File: config.mk
export PLATFORM = sky130hd
export DESIGN_NAME = secret_driver
export DESIGN_NICKNAME = d
export VERILOG_FILES = /design/src/rtl/secret_driver.sv
export SDC_FILE = /design/constraint.sdc
export NUM_CORES = 1
export LEC_CHECK = 0
export CAP_MARGIN = 20
export CORE_MARGIN = 3
export CORE_UTILIZATION = 35
export DETAILED_ROUTE_END_ITERATION = 16
export PLACE_DENSITY_LB_ADDON = 0.3
export SLEW_MARGIN = 10
export SYNTH_ARGS = -nofsm -noshare
export SYNTH_HDL_FRONTEND = slang
export SYNTH_SLANG_ARGS = --single-unit
File: constraint.sdc
create_clock -name clk -period 9.48 [get_ports clk]
set_input_delay 1.896 -clock clk [delete_from_list [all_inputs] [get_ports clk]]
set_output_delay 1.896 -clock clk [all_outputs]
set_load 0.03 [all_outputs]
File: src/rtl/secret_driver.sv
// Stimulus driver and self-checker for the protected secret accumulator block.
// Optional feature macro: SECRET_DRIVER_STOP_ON_ERR_EN (end the test at the first failing cycle).
module secret_driver #(
  parameter int unsigned NUM_CYCLES = 16,
  parameter logic [31:0] SEED       = 32'h0000_0001
) (
  input  logic        clk,
  input  logic        rst_n,
  input  logic        start,
  output logic [31:0] accum_in,
  output logic        accum_bypass,
  input  logic [31:0] accum_out,
  input  logic [31:0] accum_bypass_out,
  output logic [7:0]  s8_in,
  input  logic [7:0]  s8_out,
  output logic [32:0] s33_in,
  input  logic [32:0] s33_out,
  output logic [64:0] s65_in,
  input  logic [64:0] s65_out,
  output logic        done,
  output logic        pass,
  output logic [7:0]  err_count
);

  typedef enum logic [2:0] {
    IDLE  = 3'd0,
    SYNC  = 3'd1,
    RUN   = 3'd2,
    CHECK = 3'd3,
    DONE  = 3'd4
  } state_t;

  localparam logic [31:0] LFSR_TAPS = 32'h8020_0003;
  localparam logic [15:0] LAST_CNT  = 16'(NUM_CYCLES - 32'd1);

  function automatic logic [31:0] lfsr_step(input logic [31:0] cur);
    return (cur >> 1) ^ (cur[0] ? LFSR_TAPS : 32'h0000_0000);
  endfunction

  function automatic logic [7:0] sat_add(input logic [7:0] base, input logic [2:0] inc);
    logic [8:0] sum;
    sum = {1'b0, base} + 9'(inc);
    return sum[8] ? 8'hFF : sum[7:0];
  endfunction

  state_t      state_r, state_s;
  logic [31:0] lfsr_r, exp_acc_r, stim_src_s, accum_in_s;
  logic [15:0] cnt_r;
  logic [2:0]  err_inc_s;
  logic [7:0]  err_sum_s, err_s, s8_s;
  logic [32:0] s33_s;
  logic [64:0] s65_s;
  logic        stop_s, bypass_s, done_s, pass_s;

`ifdef SECRET_DRIVER_STOP_ON_ERR_EN
  assign stop_s = (err_inc_s != 3'd0);
`else
  assign stop_s = 1'b0;
`endif

  // Per-cycle error increment: one per failing compare group.
  always_comb begin
    err_inc_s = 3'd0;
    if (state_r == RUN) begin
      err_inc_s = 3'(accum_out != exp_acc_r)
                + 3'(s8_out != s8_in)
                + 3'(s33_out != s33_in)
                + 3'(s65_out != s65_in)
                + 3'(accum_bypass_out != (accum_bypass ? accum_in : exp_acc_r));
    end else if (state_r == CHECK) begin
      err_inc_s = 3'(accum_out != exp_acc_r);
    end else begin
      err_inc_s = 3'd0;
    end
    err_sum_s = sat_add(err_count, err_inc_s);
  end

  // State register.
  always_ff @(posedge clk or negedge rst_n) begin
    if (!rst_n) state_r <= IDLE;
    else        state_r <= state_s;
  end

  // Next-state logic.
  always_comb begin
    state_s = state_r;
    case (state_r)
      IDLE:    if (start) state_s = SYNC; else state_s = IDLE;
      SYNC:    state_s = RUN;
      RUN: begin
        if (stop_s)                 state_s = DONE;
        else if (cnt_r == LAST_CNT) state_s = CHECK;
        else                        state_s = RUN;
      end
      CHECK:   state_s = DONE;
      DONE:    if (start) state_s = SYNC; else state_s = DONE;
      default: state_s = IDLE;
    endcase
  end

  // Next values of the registered outputs; stimulus is nonzero only while heading into RUN.
  always_comb begin
    stim_src_s = (state_r == RUN) ? lfsr_step(lfsr_r) : lfsr_r;
    if (state_s == RUN) begin
      accum_in_s = stim_src_s;
      bypass_s   = stim_src_s[31];
      s8_s       = stim_src_s[7:0];
      s33_s      = {stim_src_s[0], stim_src_s};
      s65_s      = {stim_src_s[0], stim_src_s, ~stim_src_s};
    end else begin
      accum_in_s = 32'd0;
      bypass_s   = 1'b0;
      s8_s       = 8'd0;
      s33_s      = 33'd0;
      s65_s      = 65'd0;
    end
    done_s = done;
    pass_s = pass;
    err_s  = err_count;
    case (state_r)
      IDLE, DONE: begin
        if (start) begin
          done_s = 1'b0;
          pass_s = 1'b0;
          err_s  = 8'd0;
        end else begin
          err_s  = err_count;
        end
      end
      RUN, CHECK: begin
        err_s = err_sum_s;
        if (state_s == DONE) begin
          done_s = 1'b1;
          pass_s = (err_sum_s == 8'd0);
        end else begin
          done_s = done;
        end
      end
      default: err_s = err_count;
    endcase
  end

  // Output registers.
  always_ff @(posedge clk or negedge rst_n) begin
    if (!rst_n) begin
      accum_in     <= 32'd0;
      accum_bypass <= 1'b0;
      s8_in        <= 8'd0;
      s33_in       <= 33'd0;
      s65_in       <= 65'd0;
      done         <= 1'b0;
      pass         <= 1'b0;
      err_count    <= 8'd0;
    end else begin
      accum_in     <= accum_in_s;
      accum_bypass <= bypass_s;
      s8_in        <= s8_s;
      s33_in       <= s33_s;
      s65_in       <= s65_s;
      done         <= done_s;
      pass         <= pass_s;
      err_count    <= err_s;
    end
  end

  // LFSR, reference accumulator and RUN cycle counter; SYNC resyncs to the unreset secret block.
  always_ff @(posedge clk or negedge rst_n) begin
    if (!rst_n) begin
      lfsr_r    <= SEED;
      exp_acc_r <= 32'd0;
      cnt_r     <= 16'd0;
    end else begin
      case (state_r)
        IDLE, DONE: if (start) lfsr_r <= SEED;
        SYNC: begin
          exp_acc_r <= accum_out;
          cnt_r     <= 16'd0;
        end
        RUN: begin
          exp_acc_r <= exp_acc_r + accum_in;
          lfsr_r    <= lfsr_step(lfsr_r);
          cnt_r     <= cnt_r + 16'd1;
        end
        default: cnt_r <= cnt_r;
      endcase
    end
  end

endmodule

==> results.sh, run 1 <==
export IMPL_crit_path_end_kind="flip-flop"
export IMPL_synth_top_family_by_area="XOR/XNOR gates"
export IMPL_slew_violations=0
export IMPL_synth_area_leader_cell="dfrtp_1"
export IMPL_nNetsFinal=1592
export IMPL_cpPeakStageDelay_ps=620
export IMPL_first_pass_iters=5
export IMPL_num_io_pins=322
export IMPL_hold_ws_ps=500
export IMPL_final_setup_tns_ps=0
export IMPL_cts_path_max_buffers=2
export IMPL_num_rows=63
export IMPL_critPathArrivalTime_ps=7100
export IMPL_synth_nets=1361
export IMPL_rsz0062_at_grt="false"
export IMPL_synth_edf_count=0
export IMPL_synth_main_ff_cell="dfrtp_1"
export IMPL_holdCritPathClass="flip-flop to flip-flop"
export IMPL_synth_fa_ha_area_share_pct=5.07
export IMPL_grt_max_degree=95
export IMPL_drv_cap=0
export IMPL_grt_overflow_total=0
export IMPL_p_per_area_mw_per_mm2=260
export IMPL_clockRootBuffer="clkbuf_16"
export IMPL_cts_resized=0
export IMPL_synth_compound_area_share_pct=10.7
export IMPL_finalHoldViolCount=0
export IMPL_drtIter0Drc=570
export IMPL_p_leak_uw=0.00626
export IMPL_antenna_found_initial=1
export IMPL_synth_xor_area_share_pct=16.6
export IMPL_max_freq_ghz=0.148
export IMPL_slew_headroom_pct=38.0
export IMPL_grt_pass1_vias=9513
export IMPL_r2r_cells=20
export IMPL_yosys_warnings=0
export IMPL_cpMaxStageDelayCell="nor4_1"
export IMPL_cp_start_kind="input pin"
export IMPL_yosys_cell_types_count=53
export IMPL_status="finished clean"
export IMPL_placement_io_buffers=321
export IMPL_vias_per_cell=5.14
export IMPL_clk_latency_ps=450
export IMPL_path_cells="clkdlybuf4s50_1, xor2_1, nor4_1, nand4_1, nor4_1, nand4_1, fa_1, inv_1, fa_1, nor2b_1, a211oi_1, ha_1, inv_1, fa_1, inv_1, a21oi_1, nor2b_1, a31oi_1, nand4_1, o41ai_1"
export IMPL_worst_path_buf_inv=4
export IMPL_syn_to_final_growth_pct=34.3
export IMPL_drive_gt1_share_pct=4.39
export IMPL_chipHeight_um=181
export IMPL_critical_path_class="input pin to flip-flop"
export IMPL_antenna_left=0
export IMPL_routedWlPerCell_um=21.7
export IMPL_cts_tree="yes"
export IMPL_layout_setup_ws_ps=2710
export IMPL_syn_cell_area_mm2=0.0107
export IMPL_synth_top_area_share_pct=36.4
export IMPL_syn_area_per_cell_um2=9.34
export IMPL_cp_depth=20
export IMPL_hold_path_depth=1
export IMPL_grt_total_usage_pct=23.2
export IMPL_clock_sinks=157
export IMPL_die_area_mm2=0.0328
export IMPL_drt_total_wl_mm=38.7
export IMPL_synthTopCellsByArea="dfrtp_1, xor2_1, mux2i_1, xnor2_1, buf_4"
export IMPL_hold_buffers=0
export IMPL_cts_inserted_buffers=17
export IMPL_post_place_ws_ps=2290
export IMPL_synth_simple_area_share_pct=15.2
export IMPL_required_ps=9810
export IMPL_fin_worst_skew_ps=16.7
export IMPL_synthCells=1147
export IMPL_finalCritPeriodShare_pct=71.4
export IMPL_irDropWorstVdd_v=0.000122
export IMPL_drc=0
export IMPL_layout_min_cycle_time_ps=6770
export IMPL_worst_pin_slew_ps=930
export IMPL_hpwlAfterDp_mm=29.5
export IMPL_critical_path_max_fanout=7
export IMPL_grt_pass1_wl_mm=57.8
export IMPL_post_cts_setup_buffers=0
export IMPL_synth_mux_area_share_pct=7.98
export IMPL_core_mm2=0.0299
export IMPL_die_x_um=181
export IMPL_ys_seq_area_share_pct=36.7
export IMPL_async_flop_share_pct=100
export IMPL_vias=9161
export IMPL_clk_pin_slew_worst_paths_ps=80
export IMPL_htreeDepth=4
export IMPL_path_delay_family="simple AND/OR/NAND/NOR gates"
export IMPL_ys_ff_latch=157
export IMPL_routabilityCongestion=0.900
export IMPL_setup_violations=0
export IMPL_start_util_pct=35.9
[power by group]
group          switching, uW  internal, uW  total (uW)
clock                    343           355         699
combinational           1150           800        1950
sequential               235           855        1090
[registers in the layout, summed over array words and instances (netlist names)]
signal / flops
exp_acc_r: 32
state_r: 3
s65_in: 64
err_count: 8
done: 1
cnt_r: 16
lfsr_r: 32
pass: 1
[cells in the mapped netlist (5+ instances only)]
| library cell | instances |
|---|---|
| a211oi_1 | 11 |
| a21o_1 | 18 |
| a21oi_1 | 62 |
| a31oi_1 | 9 |
| and3_1 | 9 |
| buf_1 | 5 |
| buf_4 | 75 |
| clkbuf_1 | 41 |
| dfrtp_1 | 156 |
| ha_1 | 37 |
| inv_1 | 25 |
| mux2i_1 | 82 |
| nand2_1 | 72 |
| nand2b_1 | 5 |
| nand3_1 | 13 |
| nand4_1 | 34 |
| nor2_1 | 98 |
| nor2b_1 | 43 |
| nor3_1 | 5 |
| nor4_1 | 31 |
| o21ai_0 | 52 |
| xnor2_1 | 71 |
| xor2_1 | 132 |
[final timing paths]
| path | startpoint | to | slack (ps) |
|---|---|---|---|
| max in group asynchronous | rst_n | s65_in[40]$_DFF_PN0_ | 6570 |
| setup / recovery | s33_out[24] | pass$_DFFE_PN0P_ | 2710 |
| min in group asynchronous | rst_n | s65_in[22]$_DFF_PN0_ | 1520 |
| hold reg to reg | cnt_r[15]$_DFFE_PN0P_ | cnt_r[15]$_DFFE_PN0P_ | 500 |
| hold / removal | cnt_r[15]$_DFFE_PN0P_ | cnt_r[15]$_DFFE_PN0P_ | 500 |
| setup reg to reg | s65_in[63]$_DFF_PN0_ | pass$_DFFE_PN0P_ | 3750 |
[per-stage QoR]
step	std cells	utilization (%)	area, um^2	power [uW]
floorplan	1147	-	10700	2360
global placement	1749	46.2	13800	3020
detailed placement	1749	46.2	13800	3040
CTS	1781	48.2	14400	3750
global route	1782	48.2	14400	3970
finish	1782	48.2	14400	3740
[layout by cell type, fill, tap and decap left out, drive strengths merged, types with 3 or more instances in the layout]
master and n:
clkdlybuf4s50 320, dfrtp 156, xor2 132, nor2 98, mux2i 82, nand2 72, xnor2 71, a21oi 62
o21ai 52, nor2b 43, ha 37, nand4 34, inv 34, nor4 31, a21o 18, clkbuf 17
buf 14, nand3 13, a211oi 12, and3 9, a31oi 9, clkinv 6, nor3 5, nand2b 5
o21a 4, o21bai 4, fa 4, and2 4, nand3b 3, and3b 3, o2111ai 3, a211o 3
o31ai 3, mux2 3, a311oi 3
[routing by layer]
layer	vias to the layer above	global-route usage [%]	share of wire, %
met1	4418	29.9	43
met4	0	6.79	2.6
met3	54	5.25	6.6
met5	-	0	0
li1	4349	-	-
met2	340	39.2	48
[final cells by class]
| type | count | area (um^2) |
|---|---|---|
| fillers | 2847 | 15500 |
| multi-input cells | 843 | 5970 |
| flip-flops and latches | 157 | 3930 |
| repair buffers | 334 | 3310 |
| well taps | 390 | 488 |
| clock buffers | 17 | 425 |
| clock inverters | 15 | 168 |
| inverters | 25 | 93.8 |
| diodes | 1 | 2.50 |
[logic make-up (layout without fill, tap and decap cells)]
logic type | count (synthesis) | in the layout
DFF | 157 | 157
buffers and inverters | 147 | 391
other | 0 | 1
xor gates and xnor gates | 203 | 203
and+or+nand+nor | 328 | 328
muxes | 85 | 85
adders and majority gates | 41 | 41
AOI/OAI and AO/OA | 186 | 186
Power figures use the tool's default switching activity.
==> inputs of run 2 (changes only) <==
==> constraint.sdc (replaced) <==
create_clock -name clk -period 6.65 [get_ports clk]
set_input_delay 1.33 -clock clk [delete_from_list [all_inputs] [get_ports clk]]
set_output_delay 1.33 -clock clk [all_outputs]
set_load 0.03 [all_outputs]
==> run 2 against run 1 <==
  * Sequential share of layout area is 0.083 points lower
  * Total power is 43% higher
  * Critical path depth is 1 higher
  * Clock power is 43% higher
  * First-iteration DRC count is 25% higher
  * Sequential cell count stayed put
  * Cell count is 0.28% higher
==> results.sh, run 2 (synthesized netlist as in run 1, its figures left out) <==
export IMPL_clk_pin_slew_worst_paths_ps=70
export IMPL_grt_pass1_vias=9586
export IMPL_routedWlPerCell_um=21.9
export IMPL_r2r_start="s65_in[63]$_DFF_PN0_"
export IMPL_setup_violations=0
export IMPL_drt_total_wl_mm=39.2
export IMPL_drtIter0Drc=712
export IMPL_drv_cap=0
export IMPL_worst_pin_slew_ps=870
export IMPL_cts_path_max_buffers=2
export IMPL_stdcell_area_mm2=0.0144
export IMPL_post_cts_setup_buffers=0
export IMPL_cts_resized=0
export IMPL_hold_ws_ps=502
export IMPL_vias_per_cell=5.23
export IMPL_core_mm2=0.0299
export IMPL_cts_tree="yes"
export IMPL_antenna_left=0
export IMPL_start_util_pct=35.9
export IMPL_wl_met3_mm=2.46
export IMPL_clockRootBuffer="clkbuf_16"
export IMPL_num_io_pins=322
export IMPL_top_register="s65_in"
export IMPL_drive_gt1_share_pct=4.72
export IMPL_largest_register_ffs=64
export IMPL_path_cells="clkdlybuf4s50_1, xor2_1, nor4_1, buf_4, nand4_1, nor4_1, nand4_1, fa_1, inv_1, fa_1, nor2b_1, a211oi_1, ha_1, inv_1, fa_1, inv_1, a21oi_1, nor2b_1, buf_4, a31oi_1, o41ai_1"
export IMPL_final_cell_mix="clkdlybuf4s50_1, dfrtp_1, xor2_1"
export IMPL_finalHoldViolCount=0
export IMPL_die_x_um=181
export IMPL_crit_path_start="s33_out[24]"
export IMPL_critical_path_class="input pin to flip-flop"
export IMPL_path_delay_family="adder cells"
export IMPL_fin_worst_skew_ps=20.3
export IMPL_antenna_found_initial=0
export IMPL_critical_path_max_fanout=5
export IMPL_hpwlAfterDp_mm=29.9
export IMPL_die_area_mm2=0.0328
export IMPL_placement_io_buffers=321
export IMPL_slew_headroom_pct=42.0
export IMPL_layout_commonest_cell="clkdlybuf4s50_1"
export IMPL_grt_overflow_total=0
export IMPL_wl_met1_mm=16.9
export IMPL_top_layer="met4"
export IMPL_power_frac_clock_pct=18.7
export IMPL_pwr_share_seq_pct=29.3
export IMPL_finalCritPeriodShare_pct=91.5
export IMPL_clk_latency_ps=440
export IMPL_largest_registers="s65_in x64, exp_acc_r x32, lfsr_r x32"
export IMPL_chipHeight_um=181
export IMPL_p_int_uw=2910
export IMPL_cpMaxStageDelayCell="fa_1"
export IMPL_p_per_area_mw_per_mm2=372
export IMPL_grt_total_usage_pct=23.5
export IMPL_cpPeakStageDelay_ps=530
export IMPL_place_area_mm2=0.0138
export IMPL_cts_inserted_buffers=17
export IMPL_critPathArrivalTime_ps=6400
export IMPL_hold_buffers=0
export IMPL_max_freq_ghz=0.164
export IMPL_switching_share_pct=45.8
export IMPL_nNetsFinal=1598
export IMPL_hp_start="cnt_r[15]$_DFFE_PN0P_"
export IMPL_first_pass_iters=5
export IMPL_grt_max_degree=89
export IMPL_clock_sinks=157
export IMPL_holdCritPathClass="flip-flop to flip-flop"
export IMPL_cp_start_kind="input pin"
export IMPL_vias=9338
export IMPL_pwr_share_comb_pct=52.0
export IMPL_layout_min_cycle_time_ps=6080
export IMPL_final_setup_tns_ps=0
export IMPL_htreeDepth=4
export IMPL_grt_pass1_wl_mm=58.4
export IMPL_dr_wl_met2_mm=19.1
export IMPL_p_leak_uw=0.00629
export IMPL_num_rows=63
export IMPL_drc=0
export IMPL_slew_violations=0
export IMPL_required_ps=6970
export IMPL_routabilityCongestion=0.887
export IMPL_p_sw_uw=2460
export IMPL_worst_path_buf_inv=6
export IMPL_rsz0062_at_grt="false"
export IMPL_syn_to_final_growth_pct=34.7
export IMPL_antenna_cells=0
export IMPL_crit_path_end_kind="flip-flop"
export IMPL_status="finished clean"
export IMPL_irDropWorstVdd_v=0.000198
-- run 2: worst reg2reg max path: cells and delay by family, from the launching register on --
family	cells	cell delay, ps
adder cells (fa/ha/maj)	4	1610
AND/OR/NAND/NOR	5	920
buffers and inverters	5	860
AO/OA/AOI/OAI	4	770
flip-flops	1	650
multiplexers	1	390
XOR/XNOR	1	210
-- run 2: path summary, 6_finish.rpt --
kind,endpoint,slack (ps),depth (start not counted)
min reg2reg,cnt_r[15]$_DFFE_PN0P_,500,1
min in group asynchronous,s65_in[30]$_DFF_PN0_,960,1
max in group asynchronous,s65_in[40]$_DFF_PN0_,4250,2
min,cnt_r[15]$_DFFE_PN0P_,500,1
max reg2reg,pass$_DFFE_PN0P_,1140,20
max,pass$_DFFE_PN0P_,570,21
-- run 2: routing by layer --
| layer | track usage [%] | vias to the layer above |
|---|---|---|
| li1 | - | 4361 |
| met1 | 30.8 | 4613 |
| met2 | 40.0 | 326 |
| met3 | 4.37 | 38 |
| met4 | 6.09 | 0 |
| met5 | 0 | - |
-- run 2: power by group through the flow --
stage                     Combinational (uW)  Sequential [uW]  Clock, uW
after floorplan                         1710             1660          0
after global placement                  2750             1580          0
after detailed placement                2780             1580          0
after CTS                               2790             1570       1010
after global routing                    3030             1610       1060
final                                   2790             1570       1000
-- run 2: stage by stage --
stage | utilization, % | power (uW) | std cells | setup WS, ps
after floorplan | - | 3370 | 1147 | 1390
after global placement | 46.3 | 4330 | 1755 | 260
after detailed placement | 46.3 | 4360 | 1755 | 141
after CTS | 48.3 | 5380 | 1787 | 571
after global routing | 48.3 | 5690 | 1787 | 195
final | 48.3 | 5370 | 1787 | 567
-- run 2: area by class of cell --
type                       count  area, um^2
tap                          390         488
sequential                   157        3930
inverter                      25        93.8
fill                        2834       15400
clock inverter                14         165
timing repair buffer         340        3360
multi-input combinational    843        5970
clock buffer                  18         429
==> inputs of run 3 (changes only) <==
--- a/config.mk
+++ b/config.mk
@@ -10,6 +10,7 @@
 export CORE_UTILIZATION = 35
 export DETAILED_ROUTE_END_ITERATION = 16
 export PLACE_DENSITY_LB_ADDON = 0.3
+export SKIP_CTS_REPAIR_TIMING = 1
 export SLEW_MARGIN = 10
 export SYNTH_ARGS = -nofsm -noshare
 export SYNTH_HDL_FRONTEND = slang
==> results of run 3 <==
No change in the layout: final DEF, timing and power equal those of run 2.
